--- src/rtl/counter_event_fifo.sv ---
// Change-capture FIFO: samples cycle_count every enabled clock and queues only
// value changes, each tagged with a free-running 16-bit timestamp.
module counter_event_fifo #(
   parameter int WIDTH = 32,
   parameter int DEPTH = 8
) (
   input  logic                     clk,
   input  logic                     rst_n,
   input  logic [WIDTH-1:0]         cycle_count,
   input  logic                     sample_en,
   output logic                     out_valid,
   input  logic                     out_ready,
   output logic [WIDTH-1:0]         out_data,
   output logic [15:0]              out_stamp,
   output logic [$clog2(DEPTH):0]   level,
   output logic                     full,
   output logic [15:0]              overflow_cnt
);

   localparam int AW = $clog2(DEPTH);
   localparam int PW = AW + 1;

   logic [PW-1:0]    wr_ptr;
   logic [PW-1:0]    rd_ptr;
   logic [WIDTH-1:0] data_mem [DEPTH];
   logic [15:0]      stamp_mem [DEPTH];
   logic [15:0]      stamp_q;
   logic [WIDTH-1:0] prev_q;
   logic             prev_vld;

   logic capture;
   logic push;
   logic pop;
   logic drop;

   // Handshake: an entry transfers on any edge where out_valid && out_ready.
   // out_valid never depends on out_ready, and once high it holds with
   // out_data/out_stamp stable until that transfer or reset.
   assign level     = wr_ptr - rd_ptr;
   assign full      = (level == PW'(DEPTH));
   assign out_valid = (wr_ptr != rd_ptr);
   assign out_data  = out_valid ? data_mem[rd_ptr[AW-1:0]]  : '0;
   assign out_stamp = out_valid ? stamp_mem[rd_ptr[AW-1:0]] : '0;

   assign capture = sample_en && (!prev_vld || (cycle_count != prev_q));
   assign pop     = out_valid && out_ready;
   // A pop on the same edge frees the slot a full FIFO needs; empty never bypasses.
   assign push    = capture && (!full || pop);
   assign drop    = capture && !push;

   always_ff @(posedge clk or negedge rst_n) begin
      if (!rst_n) begin
         wr_ptr       <= '0;
         rd_ptr       <= '0;
         stamp_q      <= '0;
         prev_q       <= '0;
         prev_vld     <= 1'b0;
         overflow_cnt <= '0;
      end else begin
         stamp_q <= stamp_q + 16'd1;
         if (sample_en) begin
            prev_q   <= cycle_count;
            prev_vld <= 1'b1;
         end
         if (push) wr_ptr <= wr_ptr + PW'(1);
         if (pop)  rd_ptr <= rd_ptr + PW'(1);
         if (drop && (overflow_cnt != 16'hFFFF)) overflow_cnt <= overflow_cnt + 16'd1;
      end
   end

   // Storage needs no reset: the outputs are gated by out_valid.
   always_ff @(posedge clk) begin
      if (push) begin
         data_mem[wr_ptr[AW-1:0]]  <= cycle_count;
         stamp_mem[wr_ptr[AW-1:0]] <= stamp_q;
      end
   end

endmodule
--- config.mk ---
export PLATFORM = sky130hd
export DESIGN_NAME = counter_event_fifo
export DESIGN_NICKNAME = d
export VERILOG_FILES = /design/src/rtl/counter_event_fifo.sv
export SDC_FILE = /design/constraint.sdc
export NUM_CORES = 1
export LEC_CHECK = 0
export ABC_AREA = 1
export BUFFER_PORTS_ARGS = -buffer_cell sky130_fd_sc_hd__buf_4
export CAP_MARGIN = 20
export CORE_MARGIN = 2
export CORE_UTILIZATION = 37
export CTS_BUF_LIST = sky130_fd_sc_hd__clkbuf_16
export DETAILED_ROUTE_END_ITERATION = 7
export GPL_TIMING_DRIVEN = 0
export HOLD_SLACK_MARGIN = 0.08
export REMOVE_ABC_BUFFERS = 1
export SETUP_SLACK_MARGIN = 0.05
export SKIP_LAST_GASP = 1
export SYNTH_ARGS = -nofsm -noshare
export SYNTH_HDL_FRONTEND = slang
export SYNTH_SLANG_ARGS = --single-unit
--- constraint.sdc ---
create_clock -name clk -period 6.15 [get_ports clk]
set_input_delay 0 -clock clk [delete_from_list [all_inputs] [get_ports clk]]
set_output_delay 0 -clock clk [all_outputs]
set_load 0.05 [all_outputs]
Yosys cells after proc, flatten, opt, wreduce, memory -nomap -nowiden. Memory sizes are Yosys's and may differ from the RTL's. Cells that the tools add are included.

Output and inout bits: 70. Memories: 2. Bits in writable memories: 384. Bits in registers: 73. Word-level logic and storage cells: 31.

Memories: data_mem (depth 8, bits a word 32, rd ports 1, clocked after memory_dff 0, wr ports 1, line 25) `logic [WIDTH-1:0] data_mem [DEPTH];`; stamp_mem (depth 8, bits a word 16, rd ports 1, clocked after memory_dff 0, wr ports 1, line 26) `logic [15:0] stamp_mem [DEPTH];`.

Reductions and logical operators: 10. Mux-type cells: 4. Add/sub/neg operators: 5. Eq/ne operators: 4.

Operators with widths (number): $add A16 B1 Y16 const B (2); $mux W32 (1); $ne A32 B32 Y1 (1); $mux W16 (1); $ne A16 B16 Y1 const B (1); $add A4 B1 Y4 const B (2); $logic_and A1 B1 Y1 (5); $eq A4 B4 Y1 const B (1); $ne A4 B4 Y1 (1); $sub A4 B4 Y4 (1); $logic_not A1 Y1 (3); $logic_or A1 B1 Y1 (2); $mux W1 (2).

Longest topological paths before layout.
Depth after elaboration: 8. Gate-level depth with buffers: 15.

Worst setup path before layout. Ideal clock, no wire load.

Path kind: register to register. From: reg rd_ptr[2]. To: mem data_mem[1][0], enable pin. Library setup time: 0.513 ns. Slack: -0.119 ns. Clock period less this slack: 6.269 ns. Path buffers: 1. Arrival time: 5.756 ns. Cell stages (with the launch flop): 11. Required time: 5.637 ns. Cell sequence: dfrtp_1 > clkinv_1 > clkbuf_1 > ha_1 > xnor2_1 > nor3_1 > nand3_2 > nor2_4 > inv_2 > nand2_2 > nor3_1.

Word-level cells in the longest chain between the ends: 7. Elaborated cells on any way between the ends: 9. Those cells by class: add/sub: 1; eq/ne: 2; mux: 2; reduce/logical: 4.

Ends and longest elaborated chain: start, declared (line 24) `logic [PW-1:0] rd_ptr;`; start signal, assigned (line 66) `if (pop) rd_ptr <= rd_ptr + PW'(1);`; $sub A4 B4 Y4 (line 39) `assign level = wr_ptr - rd_ptr;`; via level[2] (line 15) `output logic [$clog2(DEPTH):0] level,`; $eq A4 B4 Y1 (line 40) `assign full = (level == PW'(DEPTH));`; $logic_not A1 Y1 (line 48) `assign push = capture && (!full || pop);`; $logic_or A1 B1 Y1 (line 48); $logic_and A1 B1 Y1 (line 48); $mux W1 (line 73) `if (push) begin`; $mux W1 (implied by the code) (line 74) `data_mem[wr_ptr[AW-1:0]] <= cycle_count;`; end, declared (line 25).

The timed path passes the listed nets, and every way through them passes these cells.

Final worst setup path.
From: reg rd_ptr[1]. To: mem data_mem[1][15], enable pin.

Word-level cells in the longest chain between the ends: 7. Elaborated cells on any way between the ends: 9. Those cells by class: add/sub: 1; eq/ne: 2; mux: 2; reduce/logical: 4.

Ends and longest elaborated chain (line): $sub A4 B4 Y4 (39); $eq A4 B4 Y1 (40); $logic_not A1 Y1 (48); $logic_or A1 B1 Y1 (*) (48); $logic_and A1 B1 Y1 (*) (48); $mux W1 (*) (73); $mux W1 (implied by the code) (*) (74).

Every way passes the cells marked *; elsewhere a longest branch is shown, timed or not.

==> results.yml <==
worst_setup_path:
  worst_ep_required_time_ps: 6450
  crit_path_end_kind: "flop"
  regToRegStartpoint: "rd_ptr[1]"
  path_cells: "clkinv_4 -> ha_1 -> nand2_1 -> inv_1 -> nand3_4 -> nand2_1 -> inv_2 -> nor2_4 -> inv_2 -> nand2_2 -> nor3_2 -> buf_6 -> buf_6 -> buf_6 -> buf_8"
  crit_arrival_ps: 6010
  worstPathMaxFanout: 98
  crit_start: "rd_ptr[1]"
  critPathKind: "reg2reg"
  max_stage_delay_ps: 890
  cpMaxStageDelayCell: "clkinv_4"
  crit_top_cell: "buf_6"
  cp-start-kind: "flop"
clock_network:
  cts_root_buf: "clkbuf_16"
  clk_pin_slew_worst_paths_ps: 60
  clk_path_buf_depth: 3
  htree_levels: 2
  post_cts_resize_count: 0
  cts_made_buffers: 47
  cts_tree: "built"
  clock_sinks: 457
  clock_latency_ps: 590
cells_and_area:
  final_cells: 2467
  design_area_um2: 22500
  area_delta_synth_final_pct: 19.7
  n_fill_cell: 4562
  final_nets: 1798
  utilization_pct: 44.8
  drive_gt1_share_pct: 12.4
power:
  power_density_nw_per_um2: 528
  peakVddDrop_mv: 0.510
  total_power_mw: 11.9
  p_leak_nw: 8.34
place:
  port_buffers: 105
  post_dp_cell_area_um2: 20700
  place_inst: 2340
  pre_cts_ws_ps: 393
  dp_hpwl_mm: 25.6
  gp_congestion: 0.804
route:
  route.met3.wl_mm: 2.82
  ant_nets: 0
  routedWlPerCell_um: 18.2
  dr_total_vias: 12500
  wirelength_mm: 45.0
  wirelength_met1_mm: 19.8
  avgViaCountPerCell: 5.08
  drc: 0
  drtIter0Drc: 987
  dr.pass1.iters: 7
  met2_length_mm: 21.6
  top_layer_used: "met5"
timing:
  slew_headroom_pct: 39.3
  grt_setup_unrepaired: "no"
  finalMaxSlewViolations: 0
  hold_ws_ps: 221
  setup_ws_ps: 440
  finalHoldViolations: 0
  setup-tns-final_ps: 0
  finalSetupViolCount: 0
  fin_crit_sh_pct: 92.8
  fmax_mhz: 175
  skew_ps: 27.7
  period_needed_ps: 5710
  tightest_slew_ps: 910
status:
  outcome: "finished clean"
job:
  maxCapViolCount: 0
die:
  initial_core_util_pct: 37.4
  dieArea_um2: 52600
  core.rowCount: 82
  fp.dieW_um: 229
  io-pin-count: 106
  die_y_um: 229
  core_um2: 50200
synth:
  synth_seq_cells: 457
  postSynthAreaPerCell_um2: 11.6
  async_flop_share_pct: 16.0
  synth_area_um2: 18800
  synthDistinctLibCells: 34
  synth.area.top_cells: "edfxtp_1 (61%), dfrtp_1 (9.7%), o21ai_0 (7.2%)"
  synthCells: 1620
  synth_edf_count: 384
  synth_most_common_cell: "edfxtp_1"
  synth_top_area_share_pct: 61.4
  yosysWarnings: 0
  synthTopCellsByCount: "edfxtp_1 (384), nor2_1 (325), o21ai_0 (270)"
  synthFlopType: "edfxtp_1"
  yosysSeqAreaShare_pct: 71.1
  synth_top_area_cell: "edfxtp_1"
grt:
  grt_max_degree: 126
  grt_pass1_vias: 12200
  overflow: 0
  antenna_found_initial: 5
  track_usage_pct: 17.1
  grt_first_pass_wirelength_mm: 70.5
min_path:
  hold_start: "cycle_count[6]"
  hold_path_class: "in2reg"
-- worst paths after layout --
check	endpoint	slack, ps	cells past startpoint
min reg2reg	prev_vld	450	2
min	data_mem[1][6]	220	2
max reg2reg	data_mem[1][15]	440	15
max in group asynchronous	rd_ptr[0]	5200	4
min in group asynchronous	overflow_cnt[14]	350	3
max	data_mem[1][15]	440	15
-- critical path: cells and delay by family (launching register included) --
| family | cells | cell delay [ps] |
|---|---|---|
| adder cells (fa/ha/maj) | 1 | 610 |
| buffers and inverters | 8 | 2000 |
| flip-flops | 1 | 880 |
| AND/OR/NAND/NOR | 6 | 1860 |
-- cells by family after synthesis --
family | Yosys count | share of synthesized area [%]
xor+xnor | 40 | 1.90
buf+inv | 170 | 3.58
simple gates | 575 | 12.4
flops | 457 | 71.1
fa+ha+maj | 8 | 0.573
compound gates | 370 | 10.5
-- layout make-up --
cell class | instances | area, um^2 | share of cell area, %
diodes | 2 | 5.00 | 0.0223
clock buffers | 47 | 1180 | 5.23
clock inverters | 41 | 256 | 1.14
inverters | 80 | 315 | 1.40
multi-input cells | 993 | 4820 | 21.4
flip-flops and latches | 457 | 13400 | 59.4
well taps | 672 | 841 | 3.74
repair buffers | 175 | 1720 | 7.63
-- flip-flops by register name, summed over array words and instances, names as in the netlist --
signal	count
prev_q	32
stamp_mem	128
overflow_cnt	16
rd_ptr	4
stamp_q	16
wr_ptr	4
prev_vld	1
data_mem	256
-- cell usage in the layout (no fill, tap or decap), drive strengths merged, types with 18 or more instances in the layout --
cell           n
a31oi         48
edfxtp       384
nand2        190
o21ai        272
xor2          22
dlygate4sd3   36
clkbuf        47
inv          103
xnor2         18
o22ai         48
dfrtp         73
nand3         20
nand4         23
nor2         327
buf          139
-- per-layer routing --
layer  up-vias  track usage, %
met5         -               0
met4         6            3.57
met3        68            3.83
met2       319            28.2
met1      6162            23.2
li1       5969               -
-- power breakdown --
part	internal (mW)	switching (mW)	leakage, nW
registers	3.82	0.256	4.40
logic	1.44	3.70	3.16
clock network	1.48	1.18	0.779
-- timing repair --
item                      in CTS  in global routing
hold endpoints to repair     381                 11
buffers inserted               0                  0
hold buffers                  35                  1
Note: power is estimated with default switching activity, not from simulation.
